--- src/rtl/fetch_seq.sv ---
// fetch_seq: fetch-stage sequencer.
//   Drives next-PC into an external PC register and reads its current PC.
//   Issues instruction-memory reads using a req/ack handshake.
//   Presents {instruction, PC+4} to the IF/ID latch, backed by a one-entry skid.
//   Handles branch redirects. A redirect that arrives while a read is outstanding
//   is parked in DRAIN until the memory acks.
// Optional feature: define FETCH_TIMEOUT_EN to add a wait-cycle watchdog.
//   When an outstanding read waits MAX_WAIT cycles, the watchdog sets the sticky
//   fetch_err flag and parks the block in ERR until reset.
module fetch_seq #(
  parameter logic [31:0] RESET_PC = 32'h0000_0000,
  parameter int          MAX_WAIT = 15
) (
  input  logic        clk,
  input  logic        rst_n,
  input  logic [31:0] pc,
  output logic [31:0] npc,
  output logic        imem_req,
  output logic [31:0] imem_addr,
  input  logic        imem_ack,
  input  logic [31:0] imem_rdata,
  input  logic        br_taken,
  input  logic [31:0] br_target,
  input  logic        stall,
  output logic        if_valid,
  output logic [31:0] if_instr,
  output logic [31:0] if_pc4,
  output logic        fetch_err
);

`ifdef FETCH_TIMEOUT_EN
  typedef enum logic [1:0] {BOOT = 2'd0, FETCH = 2'd1, DRAIN = 2'd2, ERR = 2'd3} state_t;
  localparam int CNT_W = ($clog2(MAX_WAIT + 1) > 4) ? $clog2(MAX_WAIT + 1) : 4;
`else
  typedef enum logic [1:0] {BOOT = 2'd0, FETCH = 2'd1, DRAIN = 2'd2} state_t;
`endif

  state_t      state_q, state_d;
  logic        if_valid_q, if_valid_d;
  logic [31:0] if_instr_q, if_instr_d;
  logic [31:0] if_pc4_q, if_pc4_d;
  logic        skid_valid_q, skid_valid_d;
  logic [31:0] skid_instr_q, skid_instr_d;
  logic [31:0] skid_pc4_q, skid_pc4_d;
  logic        br_pend_q, br_pend_d;
  logic [31:0] tgt_q, tgt_d;
  logic        take_ack;     // ack data is a live instruction this cycle
  logic [31:0] pc_plus4;

`ifdef FETCH_TIMEOUT_EN
  logic [CNT_W-1:0] wait_cnt_q, wait_cnt_d;
  logic             fetch_err_q, fetch_err_d;
`else
  logic unused_cfg;
  assign unused_cfg = ^MAX_WAIT;
`endif

  // The read address is always the PC register; 32-bit wrap is natural.
  assign imem_addr = pc;
  assign pc_plus4  = pc + 32'd4;

  // Next-state, next-PC, request and output-slot decisions.
  always_comb begin
    // NOTE: every signal gets a default before any branch so no path can infer a latch.
    state_d      = state_q;
    npc          = pc;
    imem_req     = 1'b0;
    take_ack     = 1'b0;
    if_valid_d   = if_valid_q;
    if_instr_d   = if_instr_q;
    if_pc4_d     = if_pc4_q;
    skid_valid_d = skid_valid_q;
    skid_instr_d = skid_instr_q;
    skid_pc4_d   = skid_pc4_q;
    br_pend_d    = br_pend_q;
    tgt_d        = tgt_q;
`ifdef FETCH_TIMEOUT_EN
    wait_cnt_d   = wait_cnt_q;
    fetch_err_d  = fetch_err_q;
`endif

    case (state_q)
      BOOT: begin
        npc     = RESET_PC;
        state_d = FETCH;
      end
      FETCH: begin
        // A full skid blocks new requests. Once raised, the request holds until
        // ack because only an ack can fill the skid.
        imem_req = !skid_valid_q;
        if (br_taken) begin
          if (imem_req && !imem_ack) begin
            // Outstanding read: the memory must finish it before the redirect.
            br_pend_d = 1'b1;
            tgt_d     = br_target;
            state_d   = DRAIN;
          end else begin
            npc = br_target;
          end
        end else if (imem_req && imem_ack && !br_pend_q) begin
          npc      = pc_plus4;
          take_ack = 1'b1;
        end
      end
      DRAIN: begin
        imem_req = 1'b1;
        if (br_taken) tgt_d = br_target;   // newest redirect wins
        if (imem_ack) begin
          npc       = br_taken ? br_target : tgt_q;
          br_pend_d = 1'b0;
          state_d   = FETCH;
        end
      end
`ifdef FETCH_TIMEOUT_EN
      ERR: begin
        npc = pc;
      end
`endif
      default: state_d = BOOT;
    endcase

    // Output slot and skid. A redirect flushes both, ignoring stall.
    if (br_taken) begin
      if_valid_d   = 1'b0;
      skid_valid_d = 1'b0;
    end else if (if_valid_q && stall) begin
      if (take_ack) begin
        skid_valid_d = 1'b1;
        skid_instr_d = imem_rdata;
        skid_pc4_d   = pc_plus4;
      end
    end else if (skid_valid_q) begin
      if_valid_d   = 1'b1;
      if_instr_d   = skid_instr_q;
      if_pc4_d     = skid_pc4_q;
      skid_valid_d = 1'b0;
    end else if (take_ack) begin
      if_valid_d = 1'b1;
      if_instr_d = imem_rdata;
      if_pc4_d   = pc_plus4;
    end else begin
      if_valid_d = 1'b0;
    end

`ifdef FETCH_TIMEOUT_EN
    // Watchdog. The count restarts at every ack, so each request begins from zero.
    if (imem_req && !imem_ack) begin
      if (wait_cnt_q == CNT_W'(MAX_WAIT - 1)) begin
        fetch_err_d = 1'b1;
        wait_cnt_d  = '0;
        state_d     = ERR;
      end else begin
        wait_cnt_d = wait_cnt_q + CNT_W'(1);
      end
    end else begin
      wait_cnt_d = '0;
    end
    if (state_q == ERR) begin
      if_valid_d   = 1'b0;
      skid_valid_d = 1'b0;
    end
`endif
  end

  // State registers with asynchronous active-low reset.
  always_ff @(posedge clk or negedge rst_n) begin
    if (!rst_n) begin
      state_q      <= BOOT;
      if_valid_q   <= 1'b0;
      if_instr_q   <= '0;
      if_pc4_q     <= '0;
      skid_valid_q <= 1'b0;
      skid_instr_q <= '0;
      skid_pc4_q   <= '0;
      br_pend_q    <= 1'b0;
      tgt_q        <= '0;
`ifdef FETCH_TIMEOUT_EN
      wait_cnt_q   <= '0;
      fetch_err_q  <= 1'b0;
`endif
    end else begin
      // NOTE: non-blocking assignments so every register samples pre-edge values.
      state_q      <= state_d;
      if_valid_q   <= if_valid_d;
      if_instr_q   <= if_instr_d;
      if_pc4_q     <= if_pc4_d;
      skid_valid_q <= skid_valid_d;
      skid_instr_q <= skid_instr_d;
      skid_pc4_q   <= skid_pc4_d;
      br_pend_q    <= br_pend_d;
      tgt_q        <= tgt_d;
`ifdef FETCH_TIMEOUT_EN
      wait_cnt_q   <= wait_cnt_d;
      fetch_err_q  <= fetch_err_d;
`endif
    end
  end

  assign if_valid = if_valid_q;
  assign if_instr = if_instr_q;
  assign if_pc4   = if_pc4_q;
`ifdef FETCH_TIMEOUT_EN
  assign fetch_err = fetch_err_q;
`else
  assign fetch_err = 1'b0;
`endif

endmodule
--- config.mk ---
export PLATFORM = sky130hd
export DESIGN_NAME = fetch_seq
export DESIGN_NICKNAME = d
export VERILOG_FILES = /design/src/rtl/fetch_seq.sv
export SDC_FILE = /design/constraint.sdc
export NUM_CORES = 1
export LEC_CHECK = 0
export BUFFER_PORTS_ARGS = -buffer_cell sky130_fd_sc_hd__buf_4
export CORE_MARGIN = 2
export CORE_UTILIZATION = 55
export DETAILED_ROUTE_END_ITERATION = 7
export GPL_TIMING_DRIVEN = 0
export PLACE_DENSITY = 0.81
export SYNTH_ARGS = -nofsm -noshare
export SYNTH_HDL_FRONTEND = slang
export SYNTH_SLANG_ARGS = --single-unit
--- constraint.sdc ---
create_clock -name clk -period 5.8 [get_ports clk]
set_input_delay 1.16 -clock clk [delete_from_list [all_inputs] [get_ports clk]]
set_output_delay 1.16 -clock clk [all_outputs]
set_load 0.03 [all_outputs]
==> results.json <==
{
  "power.leakage_nw": 5.63,
  "finalHoldViolCount": 0,
  "htree_levels": 4,
  "synth-edff-count": 0,
  "hold_buffers": 0,
  "crit_top_cell": "buf_4",
  "layout.cells.non_filler": 1558,
  "cts.path.max_buffers": 2,
  "post_dp_cell_area_um2": 11500,
  "r2r-start": "state_q[1]",
  "root_buffer": "clkbuf_16",
  "wl_mm": 29.7,
  "area_growth_pct": 26.7,
  "hold_end": "skid_instr_q[31]",
  "rrSetupSlack_ns": 2.97,
  "synthDominantCellAreaShare": 0.434,
  "cts_sinks": 165,
  "path_max_fanout": 10,
  "design.die.area_um2": 18400,
  "dr_total_vias": 9117,
  "slew_headroom": 0.370,
  "netlist_area_um2": 9510,
  "arrival_ns": 3.64,
  "coreArea_um2": 17100,
  "grt_pass1_wl_mm": 46.4,
  "p_sw_mw": 2.15,
  "ctsResizeCount": 0,
  "yosysTopAreaCell": "dfrtp_1",
  "critPathLaunchType": "input pin",
  "cp-end-kind": "output port",
  "track_usage": 0.326,
  "worstMarginPinSlew_ns": 0.943,
  "synth_common_cells": "nand2_1 (240), dfrtp_1 (165), o21ai_0 (106)",
  "yosysSeqAreaShare": 0.434,
  "dp_hpwl_mm": 22.2,
  "firstDrtPassIters": 7,
  "synth_ff_type": "dfrtp_1",
  "diodes": 0,
  "portBuffers": 220,
  "rows": 48,
  "final_core_util": 0.704,
  "ys_types": 65,
  "placed_cells": 1526,
  "p_clk_frac": 0.216,
  "io_pins": 232,
  "drt_iter0_markers": 896,
  "dp_slack_ns": 1.12,
  "fin_crit_ns": 4.80,
  "syn_nets": 1186,
  "drv_slew": 0,
  "initial_core_util": 0.556,
  "grt_pass1_vias": 8879,
  "avgSynthCellArea_um2": 8.81,
  "clock_latency_ns": 0.43,
  "power_frac_comb": 0.456,
  "reg2reg_to": "skid_pc4_q[24]",
  "syn_inst": 1080,
  "synth_warnings": 0,
  "die_x_um": 135,
  "antenna_left": 0,
  "critical_path_class": "input pin to output port",
  "postCtsSetupBuffers": 0,
  "p_int_mw": 3.00,
  "fin_nets": 1426,
  "ys_async_sr_fraction": 1.00,
  "synth.most_common_cell": "nand2_1",
  "design_area_um2": 12000,
  "hp-class": "flip-flop to flip-flop",
  "numCtsBuffers": 17,
  "fin_worst_skew_ns": 0.0147,
  "crit_chain": "buf_4, buf_1, nor3b_1, nand2_1, o311ai_0, buf_4",
  "ys_seq_elements": 165,
  "maxCapViolCount": 0,
  "die_y_um": 135,
  "cts_tree": "yes",
  "vias_per_cell": 5.85,
  "setup_ws_ns": 0.995,
  "wl_per_cell_um": 19.1,
  "reg2reg_depth": 8,
  "crit_path_max_incr_delay_ns": 0.85,
  "min-delay-start": "skid_instr_q[31]",
  "grt_max_degree": 111,
  "critPathRequiredTime_ns": 4.64,
  "holdPathStages": 2,
  "min_period_over_period": 0.828,
  "clk_pin_slew_ns": 0.07,
  "drive_above_1_share": 0.282,
  "status": "complete, no violations",
  "gp_congestion": 0.957,
  "whs_ns": 0.474,
  "setup_viol": 0,
  "drc": 0,
  "synthTopCellsByArea": "dfrtp_1 (43%), nand2_1 (9.5%), mux2i_1 (5.8%), o21ai_0 (5.6%), mux2_2 (4.6%)",
  "p_seq_frac": 0.328,
  "cpMaxStageDelayCell": "nor3b_1",
  "antenna_found_initial": 0,
  "vdd_drop_max_uv": 276,
  "powerDensity_nw_per_um2": 428,
  "fmax_ghz": 0.208,
  "fin_tns_setup_ns": 0,
  "finalPower_mw": 5.15,
  "rsz0062_at_grt": "false",
  "switching_share": 0.417,
  "overflow": 0
}
-- power groups by stage --
| stage | clock network (mW) | logic (mW) | registers (mW) |
|---|---|---|---|
| floorplan | 0 | 1.02 | 2.11 |
| global placement | 0 | 2.30 | 1.70 |
| detailed placement | 0 | 2.33 | 1.71 |
| CTS | 1.12 | 2.34 | 1.69 |
| global route | 1.16 | 2.50 | 1.73 |
| finish | 1.11 | 2.35 | 1.69 |
-- cell usage in the layout (no fill, tap or decap), types with 5 or more instances in the layout --
master / instances
nand2b_1: 8
a31oi_1: 7
nor4_1: 11
clkbuf_16: 17
inv_1: 12
mux2i_1: 55
o21ai_0: 106
o31a_1: 7
nor2_1: 58
xnor2_1: 26
a222oi_1: 9
nand2_1: 240
o211ai_1: 6
and3_1: 5
a21oi_1: 30
dfrtp_1: 165
a211oi_1: 7
clkbuf_1: 40
xor2_1: 9
o22ai_1: 11
and4_1: 5
buf_4: 252
mux2_2: 39
nand4_1: 8
buf_2: 34
nand3_1: 23
buf_6: 6
o21ai_1: 8
buf_1: 6
a21o_1: 7
ha_1: 5
nor3_1: 29
-- kinds of logic (layout without fill, tap and decap cells) --
logic type | Yosys count | in the layout | share of synthesized area
and+or+nand+nor | 411 | 411 | 0.192
AOI/OAI and AO/OA | 239 | 239 | 0.157
DFF | 165 | 165 | 0.434
buffers and inverters | 130 | 383 | 0.0737
muxes | 94 | 94 | 0.104
xor gates and xnor gates | 35 | 35 | 0.0322
adders and majority gates | 5 | 5 | 0.00658
other | 1 | 1 | 0.000394
-- flip-flops by register name, indices dropped and copies added, names as in the netlist --
name,flops
tgt_q,32
if_pc4,32
br_pend_q,1
skid_pc4_q,32
if_valid,1
skid_instr_q,32
state_q,2
skid_valid_q,1
if_instr,32
-- how the worst max path moves through the flow --
stage	from	to	slack, ns
2_1_floorplan	br_taken	npc[14]	1.41
3_3_place_gp	imem_ack	npc[11]	1.08
3_5_place_dp	br_taken	npc[14]	1.12
4_1_cts	br_taken	npc[14]	1.08
5_1_grt	br_taken	npc[14]	0.94
6_report	br_taken	npc[14]	1.0
-- critical path, delay by kind of cell --
family	cells	cell delay, ns
buffers and inverters	3	0.68
and+or+nand+nor	2	1.18
AOI/OAI and AO/OA	1	0.61
-- final cells by class --
class                      instances  area (µm²)
tap                              225         282
buffer                           118         656
clock buffer                      19         433
sequential                       165        4130
inverter                          12        45.0
clock inverter                    13         138
fill                            1403        5070
timing repair buffer             221        1690
multi-input combinational        785        4680
-- per-layer routing --
layer	vias up	track usage	routed length, µm
li1	4224	-	-
met1	4333	0.438	12300
met2	480	0.523	13700
met3	80	0.0591	2530
met4	0	0.135	1090
met5	-	0	0
Power figures use the tool's default switching activity.
